[config.mk]
export PLATFORM = sky130hd
export DESIGN_NAME = ysyx_25040111_rf_sb
export DESIGN_NICKNAME = d
export VERILOG_FILES = /design/src/rtl/ysyx_25040111_rf_pkg.sv /design/src/rtl/ysyx_25040111_rf_scoreboard.sv /design/src/rtl/ysyx_25040111_rf_sb.sv
export SDC_FILE = /design/constraint.sdc
export NUM_CORES = 1
export LEC_CHECK = 0
export CAP_MARGIN = 25
export CORE_ASPECT_RATIO = 0.5
export CORE_UTILIZATION = 60
export CTS_BUF_LIST = sky130_fd_sc_hd__clkbuf_16
export CTS_CLUSTER_SIZE = 30
export DETAILED_ROUTE_END_ITERATION = 7
export GPL_TIMING_DRIVEN = 1
export PLACE_DENSITY = 0.86
export RECOVER_POWER = 25
export SYNTH_ARGS = -nofsm -noshare
export SYNTH_HDL_FRONTEND = slang
export SYNTH_SLANG_ARGS = --single-unit
[constraint.sdc]
create_clock -name clock -period 6.1 [get_ports clock]
set_clock_uncertainty 0.05 [all_clocks]
set_input_delay 0.915 -clock clock [delete_from_list [all_inputs] [get_ports clock]]
set_output_delay 0.915 -clock clock [all_outputs]
set_load 0.02 [all_outputs]
[src/rtl/ysyx_25040111_rf_pkg.sv]
// Shared constants and types for the register file with scoreboard.
package ysyx_25040111_rf_pkg;

  localparam int RF_XLEN_DEF = 32;
  localparam int RF_NREG_DEF = 16;

  typedef enum logic {
    INIT = 1'b0,
    RUN  = 1'b1
  } rf_state_e;

endpackage

[src/rtl/ysyx_25040111_rf_scoreboard.sv]
// Busy-bit scoreboard: one pending-write flag per architectural register.
// Priority: flush over everything; set over writeback clear; x0 never busy.
module ysyx_25040111_rf_scoreboard
  import ysyx_25040111_rf_pkg::*;
#(
  parameter int NREG = RF_NREG_DEF,
  parameter int AW   = $clog2(NREG)
) (
  input  logic            clock,
  input  logic            reset_n,
  input  logic            run,
  input  logic            wen,
  input  logic [AW-1:0]   waddr,
  input  logic            sb_set,
  input  logic [AW-1:0]   sb_addr,
  input  logic            sb_flush,
  output logic [NREG-1:0] busy
);

  logic [NREG-1:0] busy_d;
  logic [NREG-1:0] busy_q;

  // Next busy vector; updates are ignored until the init sweep finishes.
  always_comb begin
    busy_d = busy_q;
    if (run) begin
      if (sb_flush) begin
        busy_d = '0;
      end else begin
        if (wen) busy_d[waddr] = 1'b0;
        if (sb_set) busy_d[sb_addr] = 1'b1;
      end
    end
    busy_d[0] = 1'b0;
  end

  // Busy vector register.
  always_ff @(posedge clock or negedge reset_n) begin
    if (!reset_n) busy_q <= '0;
    else          busy_q <= busy_d;
  end

  assign busy = busy_q;

endmodule

[src/rtl/ysyx_25040111_rf_sb.sv]
// Parametrised register file with N combinational read ports, one write
// port, post-reset zeroing sweep and integrated busy-bit scoreboard.
// Optional same-cycle write-to-read forwarding: YSYX_25040111_RF_BYPASS_EN.
//
//   state | meaning
//   INIT  | sweep writes zero to rf[idx] each cycle; ports read as 0
//   RUN   | normal operation, ready = 1
module ysyx_25040111_rf_sb
  import ysyx_25040111_rf_pkg::*;
#(
  parameter int XLEN = RF_XLEN_DEF,
  parameter int NREG = RF_NREG_DEF,
  parameter int NRD  = 2,
  parameter int AW   = $clog2(NREG)
) (
  input  logic                clock,
  input  logic                reset_n,
  output logic                ready,
  input  logic                wen,
  input  logic [AW-1:0]       waddr,
  input  logic [XLEN-1:0]     wdata,
  input  logic [NRD-1:0]      ren,
  input  logic [NRD*AW-1:0]   raddr,
  output logic [NRD*XLEN-1:0] rdata,
  output logic [NRD-1:0]      rbusy,
  input  logic                sb_set,
  input  logic [AW-1:0]       sb_addr,
  input  logic                sb_flush
);

  rf_state_e       state_d, state_q;
  logic [AW-1:0]   idx_d, idx_q;
  logic            rf_we_d;
  logic [AW-1:0]   rf_wa_d;
  logic [XLEN-1:0] rf_wd_d;
  logic [XLEN-1:0] rf_q [NREG];
  logic [NREG-1:0] busy;
  logic            running;

  assign running = (state_q == RUN);
  assign ready   = running;

  // Sweep FSM and array write-port selection (sweep owns the port in INIT).
  always_comb begin
    state_d = state_q;
    idx_d   = idx_q;
    rf_we_d = 1'b0;
    rf_wa_d = waddr;
    rf_wd_d = wdata;
    case (state_q)
      INIT: begin
        rf_we_d = 1'b1;
        rf_wa_d = idx_q;
        rf_wd_d = '0;
        idx_d   = idx_q + AW'(1);
        if (idx_q == AW'(NREG - 1)) state_d = RUN;
      end
      RUN: begin
        rf_we_d = wen && (waddr != '0);
      end
      default: state_d = INIT;
    endcase
  end

  // FSM state and sweep index.
  always_ff @(posedge clock or negedge reset_n) begin
    if (!reset_n) begin
      state_q <= INIT;
      idx_q   <= '0;
    end else begin
      state_q <= state_d;
      idx_q   <= idx_d;
    end
  end

  // Storage array: deliberately unreset so it can map onto distributed RAM.
  always_ff @(posedge clock) begin
    if (rf_we_d) rf_q[rf_wa_d] <= rf_wd_d;
  end

  ysyx_25040111_rf_scoreboard #(
    .NREG (NREG),
    .AW   (AW)
  ) u_sb (
    .clock    (clock),
    .reset_n  (reset_n),
    .run      (running),
    .wen      (wen),
    .waddr    (waddr),
    .sb_set   (sb_set),
    .sb_addr  (sb_addr),
    .sb_flush (sb_flush),
    .busy     (busy)
  );

  for (genvar g = 0; g < NRD; g++) begin : g_rd
    logic [AW-1:0] ra;
    logic          hit;
    logic          byp;

    assign ra  = raddr[g*AW +: AW];
    assign hit = running && ren[g] && (ra != '0);
`ifdef YSYX_25040111_RF_BYPASS_EN
    assign byp = hit && wen && (waddr == ra);
`else
    assign byp = 1'b0;
`endif
    assign rdata[g*XLEN +: XLEN] = !hit ? '0 : (byp ? wdata : rf_q[ra]);
    assign rbusy[g]              = hit && !byp && busy[ra];
  end

endmodule

==> flow_summary.json <==
{
  "max_stage_delay_ns": 0.68,
  "cts_resized": 0,
  "cts_max_path_buffers": 3,
  "core-area_sq_mm": 0.04053,
  "setup_ws_ns": 1.097,
  "fmax_mhz": 199.9,
  "cts_tree": "built",
  "ys_seq_area_frac": 0.6414,
  "mostFrequentLayoutCell": "edfxtp_1",
  "crit_arrival_ns": 4.04,
  "start_util": 0.6106,
  "ir_drop_v": 0.0001871,
  "finalCritPeriodShare": 0.8202,
  "gp_congestion": 0.9181,
  "powerDensity_mw_per_mm2": 270.2,
  "die_area_sq_mm": 0.04212,
  "path_cells": "buf_4 -> nand3_1 -> nor2_4 -> buf_4 -> a22oi_1 -> nand2_1 -> clkdlybuf4s50_1",
  "final_antenna_net_count": 0,
  "final_cell_mix": "edfxtp_1, mux4_2, clkdlybuf4s50_1",
  "rows": 52,
  "slew_headroom": 0.2881,
  "startpoint_type": "flop",
  "wl_met2_mm": 33.25,
  "highest_layer": "met4",
  "layout-drive-gt1-share": 0.2674,
  "crit_family": "buffers and inverters",
  "wl_met1_mm": 23.33,
  "dp_hpwl_mm": 38.03,
  "cts_sinks": 532,
  "nets": 1456,
  "grt_usage": 0.3371,
  "postCtsHoldBufs": 0,
  "crit_top_cell": "buf_4",
  "clk_pin_slew_worst_paths_ns": 0.07,
  "rsz0062_at_grt": "false",
  "synth-edff-count": 512,
  "die_h_um": 145.6,
  "io_pins": 122,
  "fin_crit_ns": 5.003,
  "dieWidth_um": 289.2,
  "drc": 0,
  "setup_viol": 0,
  "ys_warn_count": 0,
  "grt_max_degree": 134,
  "overflow": 0,
  "hp-class": "reg -> reg",
  "area_growth_pct": 13.08,
  "final_area_sq_mm": 0.02799,
  "synth_cells": 1296,
  "cpMaxStageDelayCell": "dfrtp_1",
  "criticalPathCategory": "reg -> out",
  "drtIter0Drc": 2651,
  "grt_pass1_vias": 15590,
  "netlist_area_sq_mm": 0.02475,
  "post_dp_cell_area_sq_mm": 0.02656,
  "ys_seq_elements": 532,
  "cts_buffers": 46,
  "cp_max_fo": 47,
  "cts.htree.levels": 2,
  "syn_avg_cell_area_sq_um": 19.10,
  "drt_wl_total_mm": 69.36,
  "cts_root_buffer": "clkbuf_16",
  "io_buffer_count": 121,
  "p_leak_uw": 0.009103,
  "total_power_uw": 7562,
  "via_per_inst": 7.722,
  "status": "complete, no violations",
  "synth_flop_cell": "edfxtp_1",
  "holdWs_ns": 0.4908,
  "setup_tns_ns": 0,
  "synthesis.nets": 1352,
  "worstMarginPinSlew_ns": 1.065,
  "yosys.cell_types.count": 43,
  "cp-end-kind": "output pin",
  "diodes": 0,
  "wl_per_cell_um": 35.10,
  "cap_violations": 0,
  "grt_pass1_wl_mm": 101.8,
  "num_vias": 15260,
  "dr.pass1.iters": 6,
  "place_ws_ns": 1.321,
  "dr_wl_met3_mm": 9.114,
  "synthArstFlopShare": 0.03759,
  "slew_violations": 0,
  "crit_buf_inv": 3,
  "timing_hold_violations_final": 0,
  "postCtsSetupBuffers": 0,
  "antenna_found_initial": 1,
  "insertion_delay_ns": 0.57,
  "required_ns": 5.13
}
synth_stat cells (5+ instances only):
cell / number / area (sq um)
a21oi_1: 11 / 55.05
a22o_1: 32 / 280.3
a22oi_1: 64 / 480.5
a31oi_1: 7 / 43.79
and2_1: 32 / 200.2
buf_1: 5 / 18.77
buf_2: 38 / 190.2
buf_4: 14 / 105.1
buf_6: 14 / 157.7
clkbuf_1: 31 / 116.4
dfrtp_1: 20 / 500.5
edfxtp_1: 512 / 15370
mux2_1: 5 / 56.30
mux2_2: 29 / 326.6
mux2i_1: 68 / 680.7
mux4_2: 230 / 5180
nand2_1: 41 / 153.9
nand3_1: 9 / 45.04
nand3b_1: 5 / 37.54
nor2_1: 27 / 101.4
nor3_1: 7 / 35.03
o21ai_0: 22 / 110.1
o22ai_1: 32 / 200.2
o2bb2ai_1: 5 / 43.79
cell type report:
type | instances | area (sq um)
Inverter | 3 | 11.26
Timing Repair Buffer | 158 | 1598
Multi-Input combinational cell | 659 | 8426
Tap cell | 540 | 675.6
Clock buffer | 47 | 1176
Sequential cell | 532 | 15880
Fill cell | 2293 | 12540
Clock inverter | 37 | 227.7
power by group:
group | total [uW] | internal [uW] | switching [uW]
combinational | 717 | 305 | 412
clock | 2810 | 1490 | 1330
sequential | 4030 | 4020 | 7.07
total | 7560 | 5820 | 1750
sequential cells by signal (all words and copies together), names as in the netlist:
register,flops
ready,1
rf_q,512
u_sb.busy,15
idx_q,4
layer usage:
layer / vias to the layer above / track usage
met5: - / 0
met4: 0 / 0.1608
met3: 282 / 0.07179
met2: 1505 / 0.5267
met1: 7724 / 0.4604
li1: 5747 / -
path summary, 6_finish.rpt:
kind	end	slack, ns	depth (start not counted)	start
max	rdata[5]	1.10	7	ready$_DFF_PN0_
min	u_sb.busy[15]$_DFFE_PN0P_	0.49	1	u_sb.busy[15]$_DFFE_PN0P_
max reg2reg	rf_q[14][17]$_DFFE_PP_	2.18	6	ready$_DFF_PN0_
min reg2reg	u_sb.busy[15]$_DFFE_PN0P_	0.49	1	u_sb.busy[15]$_DFFE_PN0P_
max in group asynchronous	u_sb.busy[13]$_DFFE_PN0P_	4.52	1	reset_n
min in group asynchronous	idx_q[2]$_DFFE_PN0N_	0.89	1	reset_n
cells by family after synthesis:
kind of cell | after synthesis | share of synthesized area
buffers and inverters | 105 | 0.02421
AND/OR/NAND/NOR | 145 | 0.03038
XOR/XNOR | 3 | 0.001062
flip-flops | 532 | 0.6414
adder cells (fa/ha/maj) | 1 | 0.0005054
AO/OA/AOI/OAI | 178 | 0.05020
multiplexers | 332 | 0.2522
stage by stage:
stage          utilization  cells
2_1_floorplan            -   1296
3_5_place_dp        0.6552   1891
6_report            0.6905   1976
3_3_place_gp        0.6546   1890
5_1_grt             0.6905   1976
4_1_cts             0.6899   1975
Note: power is estimated with default switching activity, not from simulation.
